**config.mk**
```make
export PLATFORM = sky130hd
export DESIGN_NAME = unified_mem_arbiter
export DESIGN_NICKNAME = d
export VERILOG_FILES = /design/src/rtl/unified_mem_arbiter.sv
export SDC_FILE = /design/constraint.sdc
export NUM_CORES = 1
export LEC_CHECK = 0
export BUFFER_PORTS_ARGS = -buffer_cell sky130_fd_sc_hd__buf_2
export CELL_PAD_IN_SITES_DETAIL_PLACEMENT = 0
export CELL_PAD_IN_SITES_GLOBAL_PLACEMENT = 2
export CORE_MARGIN = 2
export CORE_UTILIZATION = 29
export DETAILED_ROUTE_END_ITERATION = 10
export GPL_TIMING_DRIVEN = 0
export PLACE_DENSITY_LB_ADDON = 0.3
export RECOVER_POWER = 50
export SLEW_MARGIN = 25
export SYNTH_ARGS = -nofsm -noshare
export SYNTH_HDL_FRONTEND = slang
export SYNTH_SLANG_ARGS = --single-unit
```
**constraint.sdc**
```tcl
create_clock -name clk -period 6.4 [get_ports clk]
set_clock_uncertainty 0.15 [all_clocks]
set_input_delay 1.28 -clock clk [delete_from_list [all_inputs] [get_ports clk]]
set_output_delay 1.28 -clock clk [all_outputs]
set_load 0.05 [all_outputs]
```
**src/rtl/unified_mem_arbiter.sv**
```systemverilog
// rtl/unified_mem_arbiter.sv - single-port memory arbiter for fetch (I) and load/store (D)
// Registered request/response handshake with D priority and a streak limit that protects fetches.
module unified_mem_arbiter #(
  parameter int AW           = 32,
  parameter int DW           = 32,
  parameter int MAX_D_STREAK = 4
) (
  input  logic            clk,
  input  logic            reset,
  input  logic            i_req,
  input  logic [AW-1:0]   i_addr,
  output logic            i_ready,
  output logic [DW-1:0]   i_rdata,
  input  logic            d_req,
  input  logic            d_we,
  input  logic [AW-1:0]   d_addr,
  input  logic [DW-1:0]   d_wdata,
  input  logic [DW/8-1:0] d_be,
  output logic            d_ready,
  output logic [DW-1:0]   d_rdata,
  output logic            mem_req,
  output logic            mem_we,
  output logic [AW-1:0]   mem_addr,
  output logic [DW-1:0]   mem_wdata,
  output logic [DW/8-1:0] mem_be,
  input  logic [DW-1:0]   mem_rdata,
  input  logic            mem_ready
);

  localparam int SW = $clog2(MAX_D_STREAK + 1);
  localparam logic [SW-1:0] STREAK_MAX = SW'(MAX_D_STREAK);

  typedef enum logic [1:0] {IDLE = 2'd0, BUSY = 2'd1, RESP = 2'd2} state_t;

  state_t        state;
  state_t        state_nxt;
  logic          owner;       // 1 = D owns the memory, 0 = I
  logic [SW-1:0] streak;
  logic          grant_i;
  logic          grant_d;
  logic          done;

  always_ff @(posedge clk or posedge reset) begin
    if (reset) begin
      state <= IDLE;
    end else begin
      state <= state_nxt;
    end
  end

  always_comb begin
    state_nxt = state;
    case (state)
      IDLE:    if (grant_i || grant_d) state_nxt = BUSY;
      BUSY:    if (mem_ready) state_nxt = RESP;
      RESP:    state_nxt = IDLE;
      default: state_nxt = IDLE;
    endcase
  end

  // Arbitration only happens in IDLE, so a request still held during RESP is never re-issued there.
  always_comb begin
    grant_d = 1'b0;
    grant_i = 1'b0;
    done    = 1'b0;
    if (state == IDLE) begin
      grant_d = d_req && !(i_req && (streak == STREAK_MAX));
      grant_i = i_req && !grant_d;
    end
    if (state == BUSY) begin
      done = mem_ready;
    end
  end

  always_ff @(posedge clk or posedge reset) begin
    if (reset) begin
      mem_req   <= 1'b0;
      mem_we    <= 1'b0;
      mem_addr  <= '0;
      mem_wdata <= '0;
      mem_be    <= '0;
      i_ready   <= 1'b0;
      d_ready   <= 1'b0;
      i_rdata   <= '0;
      d_rdata   <= '0;
      streak    <= '0;
      owner     <= 1'b0;
    end else begin
      i_ready <= 1'b0;
      d_ready <= 1'b0;
      if (grant_d || grant_i) begin
        mem_req   <= 1'b1;
        owner     <= grant_d;
        mem_addr  <= grant_d ? d_addr : i_addr;
        mem_we    <= grant_d && d_we;
        mem_wdata <= grant_d ? d_wdata : '0;
        mem_be    <= grant_d ? d_be : '1;
        if (grant_d && i_req) begin
          streak <= (streak == STREAK_MAX) ? streak : streak + 1'b1;
        end else begin
          streak <= '0;
        end
      end
      if (done) begin
        mem_req <= 1'b0;
        mem_we  <= 1'b0;
        if (owner) begin
          d_rdata <= mem_rdata;
          d_ready <= 1'b1;
        end else begin
          i_rdata <= mem_rdata;
          i_ready <= 1'b1;
        end
      end
    end
  end

endmodule

```
# Word-level counts from Yosys, hierarchy flattened
# Index checks and enable logic that the tools add are counted.
# W data, S select, Z words.
# classes
add_sub_neg	1
eq_ne	5
muxes	19
bitwise	1
reduce_logical	14
# op_table
op	count
$mux W32	2
$mux W1	11
$reduce_and A2 Y1	4
$mux W3	2
$logic_and A1 B1 Y1	5
$mux W2	2
$mux W4	1
$ne A2 B2 Y1 const B	2
$pmux W2 S2	1
$add A3 B1 Y3 const B	1
$eq A3 B3 Y1 const B	1
$eq A2 B1 Y1 const B	1
$logic_not A1 Y1	2
$logic_not A2 Y1	1
$ne A2 B1 Y1 const B	1
$reduce_bool A2 Y1	1
$logic_or A1 B1 Y1	1
$not A1 Y1	1
# word_totals
regBits	142
inputBits	138
output_inout_bits	136
elab_cells	52

# Logic depth before layout (Yosys ltp)
# logic_depth
depth_word	10
ltp_mapped	7
ltp_nobuf	5

# Worst setup path before layout
# OpenSTA, ideal clock, no wires.
# synth_path
path_type	input -> register
start	input port i_req
end	register mem_addr[10]
setup_time_ns	0.087
t_arrival_ns	2.145
required_time_ns	6.163
setup_slack_ns	4.018
path_stages	5
path_buffers	2
cell_sequence	buf_2 nor2_2 buf_1 o21ai_1 o211ai_1
# synth_via
elab_chain_cells	7
elab_cells_between_ends	9
cone_classes	mux: 3; reduce/logical: 6
# synth_rtl
element	line	rtl
start, declared	10	input logic i_req,
$logic_and A1 B1 Y1	67	grant_d = d_req && !(i_req && (streak == STREAK_MAX));
$logic_not A1 Y1	67	
$logic_and A1 B1 Y1	67	
$logic_not A1 Y1	68	grant_i = i_req && !grant_d;
$logic_and A1 B1 Y1	68	
$mux W1	66	if (state == IDLE) begin
$logic_or A1 B1 Y1	91	if (grant_d || grant_i) begin
end signal, assigned	94	mem_addr <= grant_d ? d_addr : i_addr;
end, declared	23	output logic [AW-1:0] mem_addr,
# Parallel ways exist; a longest one is shown, timed or not.
# A chain may end at the register's enable or synchronous reset.

# Worst setup path after layout
# layout_path
start	input port i_req
end	register state[0]
# layout_via
elab_chain_cells	9
elab_cells_between_ends	10
cone_classes	eq/ne: 1; mux: 2; reduce/logical: 7
# layout_rtl
element	line	rtl
$logic_and A1 B1 Y1	67	
$logic_not A1 Y1	67	
$logic_and A1 B1 Y1	67	
$logic_not A1 Y1	68	
$logic_and A1 B1 Y1	68	
$mux W1	66	
$logic_or A1 B1 Y1 *	54	IDLE: if (grant_i || grant_d) state_nxt = BUSY;
$ne A2 B1 Y1 (no source line) *	n/a	
$reduce_and A2 Y1 (no source line) *	n/a	
end signal, assigned	47	state <= state_nxt;
end, declared	35	state_t state;
# Mark *: on every way between the ends. The rest lies on a longest branch, timed or not.

==> run_results.csv <==
group,metric,value,unit
routing,wl,16600,um
yosys,synthArstFlopShare,100,%
die,die_h,147,um
worst_setup_path,endpoint_kind,"flop",
routing,drc_errors,0,
place,place_inst,986,
run_status,status,"complete, but fails checks",
global_route,grt_max_degree,96,
yosys,avgSynthCellArea,13.4,um^2
place,place_area,0.00767,mm^2
cts,clock_path_buffers,2,
routing,first_iter_violations,114,
worst_setup_path,slowest_delay,0.45,ns
routing,vias,4791,
worst_setup_path,cp_top_family,"buffers and inverters",
yosys,synth.distinct_cells,33,
run_status,violations,"max-capacitance violations, max-slew violations",
die,die_w,147,um
worst_setup_path,crit_top_cell,"clkbuf_1",
cts,post_cts_buffers,0,
global_route,gr-total-overflow,0,
job,maxCapViolCount,1,
sta,setup_viol,0,
power_and_ir_drop,power.leakage,3.99,nW
cts,cts_tree,"built",
place,hpwl,12400,um
routing,ant_nets,0,
worst_setup_path,critPathLaunchType,"input pin",
sta,period_share,44.8,%
sta,rsz0062_at_grt,"false",
sta,fin_ws,3.53,ns
layout,drive_gt1_share,42.5,%
die,die-area,0.0216,mm^2
layout,final_cells,1018,
worst_setup_path,worstPathMaxFanout,10,
sta,fmax,349,MHz
power_and_ir_drop,p_total,5.39,mW
die,pin_count,274,
yosys,synth_area,0.00593,mm^2
place,dp_slack,3.51,ns
sta,fin_crit,2.87,ns
sta,finalMaxSlewViolations,48,
cts,insertion_delay,0.41,ns
global_route,antenna_found_initial,0,
worst_setup_path,crit_type,"in -> reg",
sta,hold_viol,0,
cts,hold_buffers,0,
layout,final_util,40.2,%
global_route,grt_pass1_vias,5058,
cts,cts_buffers,17,
power_and_ir_drop,power.density_cell_area,665,mW/mm^2
global_route,grt_use_total,15.5,%
sta,slew_headroom,-54.3,%
yosys,ys_ff_latch,142,
worst_setup_path,crit_slowest_cell,"clkbuf_1",
global_route,grt_pass1_wl,26600,um
cts,clk_pin_slew,0.06,ns
yosys,yosysSeqAreaShare,59.9,%
routing,routed_via_density,4.71,
yosys,ys_warn_count,0,
worst_setup_path,crit_required,6.51,ns
sta,tightest_slew,2.30,ns
layout,n_antenna_cell,0,
die,rows,52,
place,place_congestion,0.808,
yosys,synth-edff-count,0,
cts,cts_resized,0,
die,core,0.0202,mm^2
yosys,synth_fp_nets,582,
yosys,netlist_instances,442,
place,port_buffers,273,
power_and_ir_drop,peakVddDrop,0.253,mV
cts,cts_root_buf,"clkbuf_16",
layout,final_nets,875,
layout,fillers,2004,
cts,cts_max_level,4,
layout,syn_to_final_growth,36.5,%
routing,wl_per_cell,16.3,um
sta,tns,0,ns
worst_setup_path,crit_buf_inv,4,
cts,clock-sinks,142,
worst_setup_path,path_cells,"clkbuf_1 > clkbuf_1 > o21ai_0 > clkbuf_1 > clkbuf_1 > o21ai_0",
yosys,yosys_most_used_dff,"dfrtp_1",
worst_setup_path,worstPathArrival,2.97,ns
min_path,worst_hold_path_type,"reg -> reg",
sta,holdWs,0.322,ns
routing,first_pass_iters,4,
die,initial_core_util,29.4,%
layout,fin_area,0.00810,mm^2
-- kinds of logic (layout without fill, tap and decap cells) --
group	after synthesis	in the layout	synth area share [%]
muxes	64	64	13.4
adders and majority gates	2	2	0.422
DFF	142	142	59.9
buffers and inverters	77	383	6.37
AOI/OAI and AO/OA	141	141	18.0
and+or+nand+nor	16	16	1.92
-- state kept, by name (all words and copies together) (netlist names), 2 cells and up --
register,cells
state,2
mem_wdata,32
streak,3
mem_be,4
mem_addr,32
i_rdata,32
d_rdata,32
-- synthesized netlist by cell type, types with 4 or more instances --
master	n	share of area, %
buf_4	4	0.51
buf_2	5	0.42
o211ai_1	32	4.0
mux2_1	44	8.4
clkbuf_1	18	1.1
dfrtp_1	142	60
inv_1	36	2.3
o2111ai_1	32	4.7
buf_6	9	1.7
a22o_1	32	4.7
o21ai_1	33	2.8
mux2_4	20	5.1
o22a_1	4	0.59
-- worst min-delay path, cell delays in order (launching register included) --
cell     delay (ns)
dfrtp_1        0.34
nand2_1        0.05
nand2_1        0.05
-- per-layer routing --
layer  global-route usage, %  share of wire, %  up-vias
li1                        -                 -     2232
met1                    19.1                43     2340
met2                    26.0                49      197
met3                    4.44               7.0       22
met4                    5.43               1.6        0
met5                       0                 0        -
-- cell usage in the layout (no fill, tap or decap), drive strengths merged --
cell type	count
buf	283
dfrtp	142
mux2	64
clkbuf	48
inv	43
o21ai	35
a22o	32
o2111ai	32
o211ai	32
clkinvlp	5
o22a	4
nor2	4
nand2	3
nand2b	3
a32o	3
o31ai	2
ha	2
clkinv	2
bufinv	2
nand3	2
and3	1
or2	1
and2	1
nand3b	1
a21o	1
-- worst paths after layout --
path                           from           end  slack, ns  cells past startpoint
max in group asynchronous     reset      state[0]       3.55                      3
max reg2reg                state[1]   i_rdata[16]       4.04                      4
min in group asynchronous     reset  mem_addr[22]       1.33                      2
max                           i_req      state[0]       3.53                      6
min                         mem_req       mem_req       0.32                      2
min reg2reg                 mem_req       mem_req       0.32                      2
-- cell type report --
| class | instances | area, um^2 | share of cell area [%] |
|---|---|---|---|
| Clock buffer | 19 | 433 | 5.34 |
| Timing Repair Buffer | 274 | 1390 | 17.2 |
| Sequential cell | 142 | 3550 | 43.9 |
| Clock inverter | 13 | 154 | 1.90 |
| Multi-Input combinational cell | 223 | 1910 | 23.5 |
| Inverter | 39 | 148 | 1.82 |
| Buffer | 38 | 178 | 2.19 |
| Tap cell | 270 | 338 | 4.17 |
-- power breakdown --
| part | internal (mW) | leakage (nW) | switching [mW] |
|---|---|---|---|
| clock | 0.583 | 0.273 | 0.411 |
| combinational | 0.698 | 1.98 | 2.13 |
| sequential | 1.34 | 1.73 | 0.224 |
| total | 2.62 | 3.99 | 2.77 |
No activity file was read; power rests on OpenSTA's default activity.
